==> src/rtl/trap_peak_detector.sv <==
// Pulse detector for the trapezoidal filter output.
// Emits one event per pulse carrying its peak amplitude, peak timestamp and width, and counts events dropped under back-pressure.
module trap_peak_detector #(
  parameter int DATA_W  = 16,
  parameter int TS_W    = 32,
  parameter int WID_W   = 8,
  parameter int HOLDOFF = 16,
  parameter int LOST_W  = 16
) (
  input  logic                     clk,
  input  logic                     reset,
  input  logic signed [DATA_W-1:0] in_data,
  input  logic signed [DATA_W-1:0] threshold,
  output logic                     out_valid,
  input  logic                     out_ready,
  output logic signed [DATA_W-1:0] out_amp,
  output logic [TS_W-1:0]          out_ts,
  output logic [WID_W-1:0]         out_width,
  output logic [LOST_W-1:0]        lost_cnt,
  output logic                     busy
);

  // state | meaning
  // IDLE  | waiting for a sample strictly above threshold
  // ARMED | inside a pulse, tracking max and width
  // HOLD  | post-pulse guard, samples ignored
  typedef enum logic [1:0] {IDLE, ARMED, HOLD} state_t;

  localparam int HO_W = (HOLDOFF < 2) ? 1 : $clog2(HOLDOFF + 1);

  state_t                   state;
  logic [TS_W-1:0]          ts;
  logic signed [DATA_W-1:0] thr_q;
  logic signed [DATA_W-1:0] max_v;
  logic [TS_W-1:0]          max_ts;
  logic [WID_W-1:0]         width;
  logic [HO_W-1:0]          hold_cnt;

  always_ff @(posedge clk) begin
    if (!reset) begin
      state     <= IDLE;
      ts        <= '0;
      thr_q     <= '0;
      max_v     <= '0;
      max_ts    <= '0;
      width     <= '0;
      hold_cnt  <= '0;
      out_valid <= 1'b0;
      out_amp   <= '0;
      out_ts    <= '0;
      out_width <= '0;
      lost_cnt  <= '0;
      busy      <= 1'b0;
    end else begin
      ts <= ts + 1'b1;
      if (out_valid && out_ready)
        out_valid <= 1'b0;

      case (state)
        IDLE: begin
          if (in_data > threshold) begin
            thr_q  <= threshold;
            max_v  <= in_data;
            max_ts <= ts;
            width  <= WID_W'(1);
            state  <= ARMED;
            busy   <= 1'b1;
          end
        end

        ARMED: begin
          if (in_data > thr_q) begin
            if (width != '1)
              width <= width + 1'b1;
            // strict compare keeps the earliest of equal peaks
            if (in_data > max_v) begin
              max_v  <= in_data;
              max_ts <= ts;
            end
          end else begin
            if (!out_valid || out_ready) begin
              out_valid <= 1'b1;
              out_amp   <= max_v;
              out_ts    <= max_ts;
              out_width <= width;
            end else if (lost_cnt != '1) begin
              lost_cnt <= lost_cnt + 1'b1;
            end
            hold_cnt <= HO_W'(HOLDOFF);
            state    <= HOLD;
          end
        end

        HOLD: begin
          // a load of 0 or 1 leaves after a single cycle
          if (hold_cnt <= HO_W'(1)) begin
            state <= IDLE;
            busy  <= 1'b0;
          end else begin
            hold_cnt <= hold_cnt - 1'b1;
          end
        end

        default: begin
          state <= IDLE;
          busy  <= 1'b0;
        end
      endcase
    end
  end

endmodule

==> config.mk <==
export PLATFORM = sky130hd
export DESIGN_NAME = trap_peak_detector
export DESIGN_NICKNAME = d
export VERILOG_FILES = /design/src/rtl/trap_peak_detector.sv
export SDC_FILE = /design/constraint.sdc
export NUM_CORES = 1
export LEC_CHECK = 0
export ABC_AREA = 0
export CORE_ASPECT_RATIO = 1.4
export CORE_MARGIN = 3
export CORE_UTILIZATION = 45
export DETAILED_ROUTE_END_ITERATION = 12
export PLACE_DENSITY = 0.67
export SLEW_MARGIN = 5
export SYNTH_ARGS = -nofsm -noshare
export SYNTH_HDL_FRONTEND = slang
export SYNTH_SLANG_ARGS = --single-unit
==> constraint.sdc <==
create_clock -name clk -period 3.8 [get_ports clk]
set_input_delay 0.76 -clock clk [delete_from_list [all_inputs] [get_ports clk]]
set_output_delay 0.76 -clock clk [all_outputs]
set_load 0.01 [all_outputs]
Yosys cells after proc, flatten, opt, wreduce, memory -nomap -nowiden
Index checks and enable logic that the tools add are counted.
{"block": "word_totals", "word_cells": 75, "latchBits": 0, "inputBits": 35, "reg_bits": 185, "ramBits": 0, "memories": 0, "romBits": 0}
{"block": "op_classes", "n_lt_le_gt_ge": 4, "addsub": 4, "shift": 0, "mux": 26, "reduce_logical": 14, "multipliers": 0, "n_eq_ne": 11, "n_div": 0, "n_bitwise": 3}
{"cell": "32-bit two-way mux", "n": 3}
{"cell": "32-bit one-hot mux with 2 select lines", "n": 1}
{"cell": "16-bit greater-than comparator", "n": 3}
{"cell": "16-bit two-way mux", "n": 3}
{"cell": "32-bit by 1-bit adder with 32-bit output, second input constant", "n": 1}
{"cell": "16-bit one-hot mux with 2 select lines", "n": 1}
{"cell": "8-bit two-way mux", "n": 3}
{"cell": "16-bit by 1-bit adder with 16-bit output, second input constant", "n": 1}
{"cell": "16-bit inequality test, second input constant", "n": 1}
{"cell": "8-bit one-hot mux with 2 select lines", "n": 1}
{"cell": "2-bit inequality test, second input constant", "n": 7}
{"cell": "3-bit AND reduction", "n": 4}
{"cell": "4-bit AND reduction", "n": 3}
{"cell": "5-bit two-way mux", "n": 2}
{"cell": "5-bit one-hot mux with 2 select lines", "n": 1}
{"cell": "8-bit by 1-bit adder with 8-bit output, second input constant", "n": 1}
{"cell": "8-bit inequality test, second input constant", "n": 1}
{"cell": "1-bit two-way mux", "n": 6}
{"cell": "2-bit two-way mux", "n": 3}
{"cell": "2-bit one-hot mux with 3 select lines", "n": 1}
{"cell": "5-bit by 1-bit <= comparator with 1-bit output, second input constant", "n": 1}
{"cell": "5-bit by 1-bit subtractor with 5-bit output, second input constant", "n": 1}
{"cell": "2-bit nonzero test", "n": 2}
{"cell": "1-bit inverter", "n": 3}
{"cell": "other kinds (8)", "n": 8}

Longest topological paths before layout
Gate-level depths: netlist of the first run.
{"block": "depth", "depth_word": 5, "mapped_depth": 11, "ltp_nobuf": 9}

Worst setup path after synthesis of the first run
OpenSTA, ideal clock, no wires.
{"block": "synth_path", "path_kind": "in2reg", "start": "in in_data[15]", "end": "reg lost_cnt[15]", "t_arrival_ns": 2.933, "n_path_buf": 1, "path_slack_ns": 0.796, "stages": 8, "cell_sequence": "ha_1 -> and4_4 -> nand2_2 -> or4_4 -> a31o_4 -> buf_6 -> or4_1 -> a21oi_1"}
{"block": "synth_via", "elab_chain_len": 3}
{"item": "start: declaration", "line": "12", "rtl": "input logic signed [DATA_W-1:0] in_data,"}
{"item": "16-bit greater-than comparator", "line": "72", "rtl": "if (in_data > thr_q) begin"}
{"item": "1-bit inverter (no line)"}
{"item": "4-bit AND reduction (no line)"}
{"item": "end signal: assignment", "line": "87", "rtl": "lost_cnt <= lost_cnt + 1'b1;"}
{"item": "end: declaration", "line": "19", "rtl": "output logic [LOST_W-1:0] lost_cnt,"}
Every way passes these cells.
A chain may end at the register's enable or synchronous reset.

Final worst setup path of the first run
{"block": "layout_path", "start": "in in_data[14]", "end": "reg width[1]"}
{"block": "layout_via", "elab_chain_len": 3}
{"item": "16-bit greater-than comparator, on equally long branches", "line": "72, 61"}
{"item": "2-bit inequality test (no line)"}
{"item": "4-bit AND reduction (no line) (*)"}
{"item": "end signal: assignment", "line": "74", "rtl": "width <= width + 1'b1;"}
{"item": "end: declaration", "line": "36", "rtl": "logic [WID_W-1:0] width;"}
Mark *: on every way between the ends. The rest lies on a longest branch, timed or not.

==> run_results.csv, run 1 <==
group,metric,value,unit
worst_setup_path,cp.arrival,3.78,ns
cts,cts_resized,0,
power_and_ir_drop,combinationalPowerShare,0.170,
synth,synth_nets,1135,
placement,placed_area,10100,um^2
route,drc_errors,0,
power_and_ir_drop,power_switching,1320,uW
synth,synth_area_per_cell,8.32,um^2
cts,clockBufferDepth,2,
floorplan,rows,59,
power_and_ir_drop,vdd_drop_max,0.309,mV
placement,portBuffers,108,
power_and_ir_drop,p_int,3280,uW
timing,slew_headroom,0.424,
worst_setup_path,cp-end-kind,"register",
route,antenna_left,0,
global_route,grt_pass1_vias,6916,
synth,synth_cells,1047,
cells_and_area,syn_to_final_growth,22.3,%
synth,yosys-top-cells-count,"nand2_1 (192), dfxtp_1 (185), a21oi_1 (94), o21ai_0 (73), mux2i_1 (68)",
cts,cts_root_buf,"clkbuf_16",
cells_and_area,num-fill-cells,1796,
worst_setup_path,critPathKind,"input port to register",
cts,cts_hold_buf,0,
placement,dp_cells,1357,
placement,pre_cts_ws,-0.0614,ns
route,drt-vias-per-instance,5.32,
timing,setup_violations,0,
cts,cts_tree,"done",
cts,cts_made_buffers,17,
route,drt-initial-drc-count,438,
placement,gp_congestion,0.871,
worst_setup_path,crit_required,4.15,ns
power_and_ir_drop,clockPowerShare,0.379,
global_route,grt.overflow.total,0,
synth,synth-edff-count,0,
power_and_ir_drop,power_density,431,nW/um^2
worst_setup_path,start_kind,"input port",
synth,synth_top_cell_by_area,"dfxtp_1",
timing,worst_slack,0.379,ns
power_and_ir_drop,p_total,4590,uW
power_and_ir_drop,p_leak,0.00391,uW
timing,clock_skew,0.0106,ns
global_route,grtUsageTotal,0.196,
timing,tightest_slew,0.864,ns
cts,path_clk_slew,0.07,ns
global_route,antenna_found_initial,0,
route,wl,20300,um
cts,clock_latency,0.43,ns
cts,cts_setup_buffers,0,
synth,syn_area,8720,um^2
placement,dp_hpwl,14400,um
hold_path,hold_path_class,"register to register",
synth,synth.most_common_cell,"nand2_1",
floorplan,die_y,171,um
cells_and_area,final_area,10700,um^2
global_route,grt_max_degree,89,
floorplan,die_w,124,um
timing,drv_slew,0,
global_route,grt_pass1_wl,33500,um
timing,hold_viol,0,
cells_and_area,instances_no_fill,1389,
synth,yosys_most_used_dff,"dfxtp_1",
synth,synth_seq_cells,185,
synth,yosysSeqAreaShare,0.425,
cts,h-tree-depth,4,
route,wl_per_cell,14.6,um
floorplan,io_pins,109,
run,cap_violations,0,
worst_setup_path,path_max_fanout,7,
cells_and_area,num_antenna_cells,0,
timing,fin_crit_sh,0.900,
route,dr.pass1.iters,5,
power_and_ir_drop,power_frac_seq,0.451,
cells_and_area,nets,1220,
synth,synth_area_leaders,"dfxtp_1 (42%), nand2_1 (8.3%), mux2i_1 (7.8%), ha_1 (7.6%), a21oi_1 (5.4%)",
synth,yosysUniqueCellTypes,54,
route,num_vias,7383,
synth,yosys_warnings,0,
timing,fmax,292,MHz
power_and_ir_drop,switching_share,0.287,
synth,async_flop_share,0,
run_status,status,"complete, no violations",
floorplan,die_area,21100,um^2
floorplan,start_util,0.463,
timing,rsz0062_at_grt,"false",
cts,cts_sinks,185,
cells_and_area,drive_above_1_share,0.0541,
floorplan,core_area,18800,um^2
cells_and_area,multi_input_comb_area,4560,um^2
cells_and_area,regArea,3700,um^2
timing,final.min_clock_period,3.42,ns
synth,synth.top_cell.area_share,0.425,
[path summary, 6_finish.rpt]
check	start	to	slack, ns	cells past startpoint
hold / removal	max_ts[6]	out_ts[6]	0.45	2
setup / recovery	in_data[14]	width[1]	0.38	11
hold reg to reg	max_ts[6]	out_ts[6]	0.45	2
setup reg to reg	thr_q[1]	lost_cnt[14]	0.94	9
[sequential cells by signal, indices dropped and copies added, names as in the netlist]
signal and flops:
max_v 16, thr_q 16, lost_cnt 16, max_ts 32, out_valid 1, out_ts 32, busy 1, out_amp 16
hold_cnt 5, out_width 8, width 8, ts 32, state 2
[power groups by stage]
stage / logic, uW / clock network [uW] / registers [uW]
floorplan: 536 / 0 / 2100
global placement: 770 / 0 / 2110
finish: 781 / 1740 / 2070
detailed placement: 780 / 0 / 2120
CTS: 786 / 1790 / 2070
global route: 864 / 1880 / 2080
[final cells by class]
cell class	instances	share of cell area
Multi-Input combinational cell	736	0.428
Sequential cell	185	0.348
Timing Repair Buffer	127	0.118
Clock buffer	17	0.0399
Tap cell	244	0.0286
Inverter	65	0.0231
Clock inverter	15	0.0150
[metrics by stage]
step | setup TNS, ns | hold WS [ns] | utilization
2_1_floorplan | 0 | 0.432 | -
3_3_place_gp | -0.0407 | 0.437 | 0.535
3_5_place_dp | -0.219 | 0.445 | 0.535
4_1_cts | 0 | 0.457 | 0.566
5_1_grt | 0 | 0.470 | 0.566
6_report | 0 | 0.452 | 0.566
[critical path: stages]
cell	delay, ns
clkdlybuf4s50_1	0.53
ha_1	0.37
nand4_1	0.13
nor4_1	0.43
a21boi_0	0.27
a2111oi_0	0.10
buf_4	0.16
nor3_2	0.37
buf_4	0.20
a21o_1	0.24
mux2i_1	0.21
[logic make-up after synthesis]
group / count (synthesis) / synth area share
and+or+nand+nor: 369 / 0.191
AOI/OAI and AO/OA: 219 / 0.146
DFF: 185 / 0.425
buffers and inverters: 126 / 0.0573
muxes: 68 / 0.0781
adders and majority gates: 53 / 0.0761
xor gates and xnor gates: 27 / 0.0271
[routing by layer]
metal,share of wire,GRT usage
met1,0.44,0.236
met5,0,0
met4,0.016,0.0627
met2,0.52,0.348
met3,0.029,0.0370
[cell usage in the layout (no fill, tap or decap), types with 5 or more instances in the layout]
master	count
nand2_1	192
dfxtp_1	185
clkdlybuf4s50_1	107
a21oi_1	94
o21ai_0	73
mux2i_1	68
nor2_1	65
inv_1	64
ha_1	53
nand3_1	25
nand4_1	19
clkbuf_16	17
buf_4	17
or3_1	14
xnor2_1	14
xor2_1	13
or4_1	10
nor3_1	10
o211ai_1	8
o31ai_1	8
inv_6	6
nand2b_1	5
and3_1	5
(Power assumes the default switching activity.)
==> inputs of run 2 (changes only) <==
CORE_MARGIN = not set   (was 3)
PLACE_DENSITY = not set   (was 0.67)
PLACE_DENSITY_LB_ADDON = 0.2   (was not set)
==> run 2 against run 1 <==
Against the previous run:
- utilization rose by 0.37 points
- sequential cell count did not move
- first-iteration DRC count is 4.1% higher
- critical path depth down 1
- largest power group unchanged
- fmax grew 3.9%
- die area down 5.5%
- global-route usage grew 1.1 points
- via count rose by 1.6%
==> run_results.csv, run 2 (synthesis gave the netlist of run 1 again) <==
group,metric,value,unit
cts,h-tree-depth,4,
timing,worst_slack,0.509,ns
placement,gp_congestion,0.827,
cells_and_area,regArea,3700,um^2
global_route,grt_pass1_vias,7055,
power_and_ir_drop,power_density,431,nW/um^2
cts,cts_resized,0,
floorplan,io_pins,109,
timing,hold_viol,0,
worst_setup_path,path_max_fanout,10,
worst_setup_path,cp.arrival,3.58,ns
timing,drv_slew,0,
cells_and_area,final_cell_mix,"nand2_1 (192), dfxtp_1 (185), clkdlybuf4s50_1 (107)",
timing,tightest_slew,0.839,ns
global_route,grt_pass1_wl,33700,um
floorplan,core_area,18800,um^2
placement,dp_hpwl,13900,um
cells_and_area,reg.largest.list,"max_ts x32, out_ts x32, ts x32",
global_route,grt.overflow.total,0,
power_and_ir_drop,p_leak,0.00393,uW
timing,fin_crit_sh,0.866,
power_and_ir_drop,power_frac_seq,0.449,
timing,fin_tns_setup,0,ns
timing,clock_skew,0.00898,ns
route,antenna_left,0,
timing,slew_headroom,0.437,
route,wl,20100,um
route,drt-vias-per-instance,5.39,
power_and_ir_drop,combinationalPowerShare,0.171,
cts,cts_tree,"done",
placement,portBuffers,108,
power_and_ir_drop,power_switching,1320,uW
route,dr.pass1.iters,5,
cells_and_area,final_common_cell,"nand2_1",
global_route,grt_max_degree,74,
route,num_vias,7498,
floorplan,die_w,120,um
worst_setup_path,start_kind,"input port",
cts,cts_sinks,185,
cells_and_area,drive_above_1_share,0.0566,
floorplan,die_y,167,um
cts,clockBufferDepth,2,
cells_and_area,num-fill-cells,1756,
cells_and_area,num_antenna_cells,0,
cells_and_area,syn_to_final_growth,22.6,%
route,wl_per_cell,14.5,um
worst_setup_path,crit_required,4.09,ns
power_and_ir_drop,switching_share,0.286,
timing,rsz0062_at_grt,"false",
run_status,status,"complete, no violations",
cells_and_area,multi_input_comb_area,4560,um^2
cts,cts_setup_buffers,0,
cts,cts_root_buf,"clkbuf_16",
cts,cts_made_buffers,17,
timing,fmax,304,MHz
timing,final.min_clock_period,3.29,ns
route,drt-initial-drc-count,456,
global_route,antenna_found_initial,0,
floorplan,start_util,0.465,
worst_setup_path,cp-end-kind,"register",
cells_and_area,nets,1223,
global_route,grtUsageTotal,0.207,
floorplan,die_area,19900,um^2
cts,path_clk_slew,0.07,ns
hold_path,hold_path_class,"register to register",
run,cap_violations,0,
power_and_ir_drop,vdd_drop_max,0.321,mV
cts,cts_hold_buf,0,
floorplan,rows,59,
power_and_ir_drop,p_int,3290,uW
timing,setup_violations,0,
route,drc_errors,0,
power_and_ir_drop,clockPowerShare,0.380,
cts,clock_latency,0.44,ns
placement,pre_cts_ws,0.114,ns
worst_setup_path,critPathKind,"input port to register",
==> run 2: final timing paths <==
| path | endpoint | from | cells after the start | slack (ns) |
|---|---|---|---|---|
| max | width[3] | in_data[15] | 10 | 0.51 |
| min | out_ts[10] | max_ts[10] | 2 | 0.45 |
| max reg2reg | width[3] | thr_q[14] | 10 | 0.98 |
| min reg2reg | out_ts[10] | max_ts[10] | 2 | 0.45 |
==> run 2: metrics by stage <==
stage / total power (uW) / util / cell area (um^2) / instances / hold slack (ns)
after floorplan: 2640 / - / 8720 / 1047 / 0.432
after global placement: 2890 / 0.539 / 10100 / 1360 / 0.445
after detailed placement: 2900 / 0.539 / 10100 / 1360 / 0.449
after CTS: 4650 / 0.570 / 10700 / 1392 / 0.456
after global routing: 4820 / 0.570 / 10700 / 1392 / 0.473
final: 4610 / 0.570 / 10700 / 1392 / 0.453
==> run 2: metal layers <==
| metal | global-route usage | up-vias | share of wire |
|---|---|---|---|
| met5 | 0 | - | 0 |
| met4 | 0.0745 | 0 | 0.020 |
| met3 | 0.0380 | 32 | 0.035 |
| met2 | 0.363 | 136 | 0.50 |
| met1 | 0.250 | 3565 | 0.44 |
| li1 | - | 3765 | - |
==> run 2: power by group through the flow <==
stage / clock [uW] / sequential, uW / combinational (uW)
final: 1750 / 2070 / 786
after floorplan: 0 / 2100 / 536
after detailed placement: 0 / 2110 / 786
after CTS: 1790 / 2070 / 791
after global placement: 0 / 2110 / 776
after global routing: 1870 / 2080 / 868
==> run 2: worst max-delay path, cell delays in order <==
cell,delay [ns]
clkdlybuf4s50_1,0.49
ha_1,0.35
and4_4,0.25
nand2_2,0.10
o31ai_1,0.27
or3b_1,0.38
a21oi_1,0.32
buf_4,0.25
a21o_1,0.28
a311oi_1,0.13
==> run 2: area by class of cell <==
type,instances,area share
multi-input cells,736,0.427
flip-flops and latches,185,0.347
repair buffers,130,0.121
clock buffers,18,0.0411
well taps,244,0.0286
inverters,65,0.0231
clock inverters,14,0.0130
==> inputs of run 3 (changes only) <==
ABC_CLOCK_PERIOD_IN_PS = 3700   (was not set)
CORE_ASPECT_RATIO = not set   (was 1.4)
clock period = 3.7 ns   (was 3.8 ns; I/O delays follow)
==> run 3 against run 2 <==
Against the previous run:
- critical endpoint is now max_ts[28]
- wire length down 1.4%
- sequential power up 3%
- first-iteration DRC count up 3.5%
- design area up 2.0%
- via count down 0.87%
- setup slack worse by 0.26 ns
- non-clock buffer count up 15
- count of clock-buffer cells in the layout up 2
- critical path type unchanged
==> run_results.csv, run 3 (synthesis gave the netlist of run 1 again) <==
group,metric,value,unit
floorplan,core_area,18800,um^2
route,drc_errors,0,
global_route,grt.overflow.total,0,
timing,slew_headroom,0.312,
route,drt-vias-per-instance,5.23,
timing,clock_skew,0.00943,ns
cts,h-tree-depth,4,
worst_setup_path,timing.rr.start,"thr_q[1]",
power_and_ir_drop,power_density,457,nW/um^2
timing,fmax,290,MHz
worst_setup_path,path_max_fanout,12,
hold_path,worstHoldStart,"max_ts[8]",
placement,gp_congestion,0.845,
floorplan,die_y,141,um
cts,cts_tree,"done",
global_route,antenna_found_initial,0,
worst_setup_path,critPathKind,"input port to register",
timing,fin_tns_setup,0,ns
timing,setup_violations,0,
worst_setup_path,crit-reg2reg-capture,"lost_cnt[13]",
power_and_ir_drop,p_leak,0.00403,uW
cells_and_area,final_common_cell,"nand2_1",
hold_path,min_delay_path_depth,2,
floorplan,die_w,141,um
hold_path,hold_path_class,"register to register",
placement,portBuffers,108,
cells_and_area,final_cell_mix,"nand2_1 (192), dfxtp_1 (185), clkdlybuf4s50_1 (107)",
worst_setup_path,cpMostUsedCell,"buf_4",
cells_and_area,nets,1238,
cts,cts_made_buffers,17,
floorplan,rows,50,
global_route,grtUsageTotal,0.209,
cells_and_area,postLayoutCoreUtil,0.578,
floorplan,io_pins,109,
route,wl_per_cell,14.0,um
cts,cts_sinks,185,
timing,fin_crit_sh,0.932,
route,wl,19900,um
worst_setup_path,crit_required,4.06,ns
cts,clockBufferDepth,2,
cells_and_area,syn_to_final_growth,25.0,%
cts,cts_setup_buffers,0,
run_status,status,"complete, no violations",
cts,path_clk_slew,0.07,ns
timing,rsz0062_at_grt,"false",
timing,hold_viol,0,
timing,tightest_slew,1.03,ns
route,antenna_left,0,
cts,cts_root_buf,"clkbuf_16",
cells_and_area,reg.largest.list,"max_ts x32, out_ts x32, ts x32",
worst_setup_path,start_kind,"input port",
cells_and_area,drive_above_1_share,0.0688,
cts,clock_latency,0.43,ns
floorplan,start_util,0.463,
worst_setup_path,crit_chain,"clkdlybuf4s50_1 -> ha_1 -> a21o_1 -> a21oi_1 -> o21ai_0 -> a2111oi_0 -> buf_4 -> nor3_2 -> o22ai_4 -> buf_12 -> buf_4 -> mux2i_1",
worst_setup_path,cp.arrival,3.81,ns
global_route,grt_max_degree,103,
cells_and_area,num_antenna_cells,0,
cts,cts_hold_buf,0,
route,num_vias,7433,
timing,final.min_clock_period,3.45,ns
worst_setup_path,rr_worst_depth,9,
hold_path,whs_endpoint,"out_ts[8]",
global_route,grt_pass1_wl,33700,um
route,dr.pass1.iters,5,
placement,dp_hpwl,13800,um
worst_setup_path,cpMaxStageDelayCell,"a2111oi_0",
run,cap_violations,0,
worst_setup_path,max_stage_delay,0.67,ns
worst_setup_path,ff2ff_setup_slack,0.87,ns
route,drt-initial-drc-count,472,
power_and_ir_drop,vdd_drop_max,0.362,mV
worst_setup_path,cp-end-kind,"register",
floorplan,die_area,19900,um^2
global_route,grt_pass1_vias,6952,
timing,drv_slew,0,
## run 3: cell types whose count changed in the layout (fill, tap and decap cells not counted), sizes merged
cell    before  now
bufinv       1    4
buf         23   38
clkbuf      18   20
inv         70   69
clkinv       6    1
## run 3: timing repair
item / 4_1_cts / 5_1_grt
hold endpoints to repair: 0 / 0
gates resized for setup: 0 / 1
endpoints found under the setup margin: 0 / 3
## run 3: worst max-delay path by stage
stage | from | end | slack [ns] | cells past startpoint
global placement | in_data[8] | max_ts[28] | -0.17 | 12
finish | in_data[8] | max_ts[28] | 0.25 | 12
global route | threshold[13] | thr_q[9] | 0.10 | 12
CTS | threshold[13] | thr_q[12] | 0.21 | 12
floorplan | in_data[15] | lost_cnt[15] | 0.72 | 8
detailed placement | threshold[13] | thr_q[12] | -0.25 | 12
## run 3: worst max-delay path: cells and delay by family
family,cells,cell delay (ns)
buffers and inverters,4,1.12
adder cells (fa/ha/maj),1,0.36
multiplexers,1,0.19
AND/OR/NAND/NOR,1,0.06
AO/OA/AOI/OAI,5,1.32
## run 3: routing by layer
layer	routed length, um	up-vias	share of wire	track usage
met4	238	0	0.012	0.0698
met5	0	-	0	0
met2	8650	164	0.44	0.324
li1	-	3814	-	-
met1	10200	3439	0.51	0.295
met3	749	16	0.038	0.0336
## run 3: area by class of cell
cell class              count  area (um^2)
fillers                  1729         7940
repair buffers            145         1410
multi-input cells         736         4560
inverters                  65          246
clock inverters            11          181
clock buffers              20          467
well taps                 260          325
flip-flops and latches    185         3700
## run 3: where the power goes
group | switching [uW] | internal [uW]
Sequential | 63.1 | 2070
Combinational | 468 | 389
Clock | 798 | 1190
Total | 1330 | 3650
## run 3: through the flow
step           setup slack, ns  power (uW)  hold WS (ns)  cell area [um^2]  cells
2_1_floorplan            0.716        2710         0.432              8720   1047
3_3_place_gp            -0.166        3020         0.441             10200   1391
3_5_place_dp            -0.253        3030         0.447             10200   1391
4_1_cts                  0.211        5030         0.457             10900   1422
5_1_grt                  0.104        5200         0.477             10900   1422
6_report                 0.250        4980         0.454             10900   1422
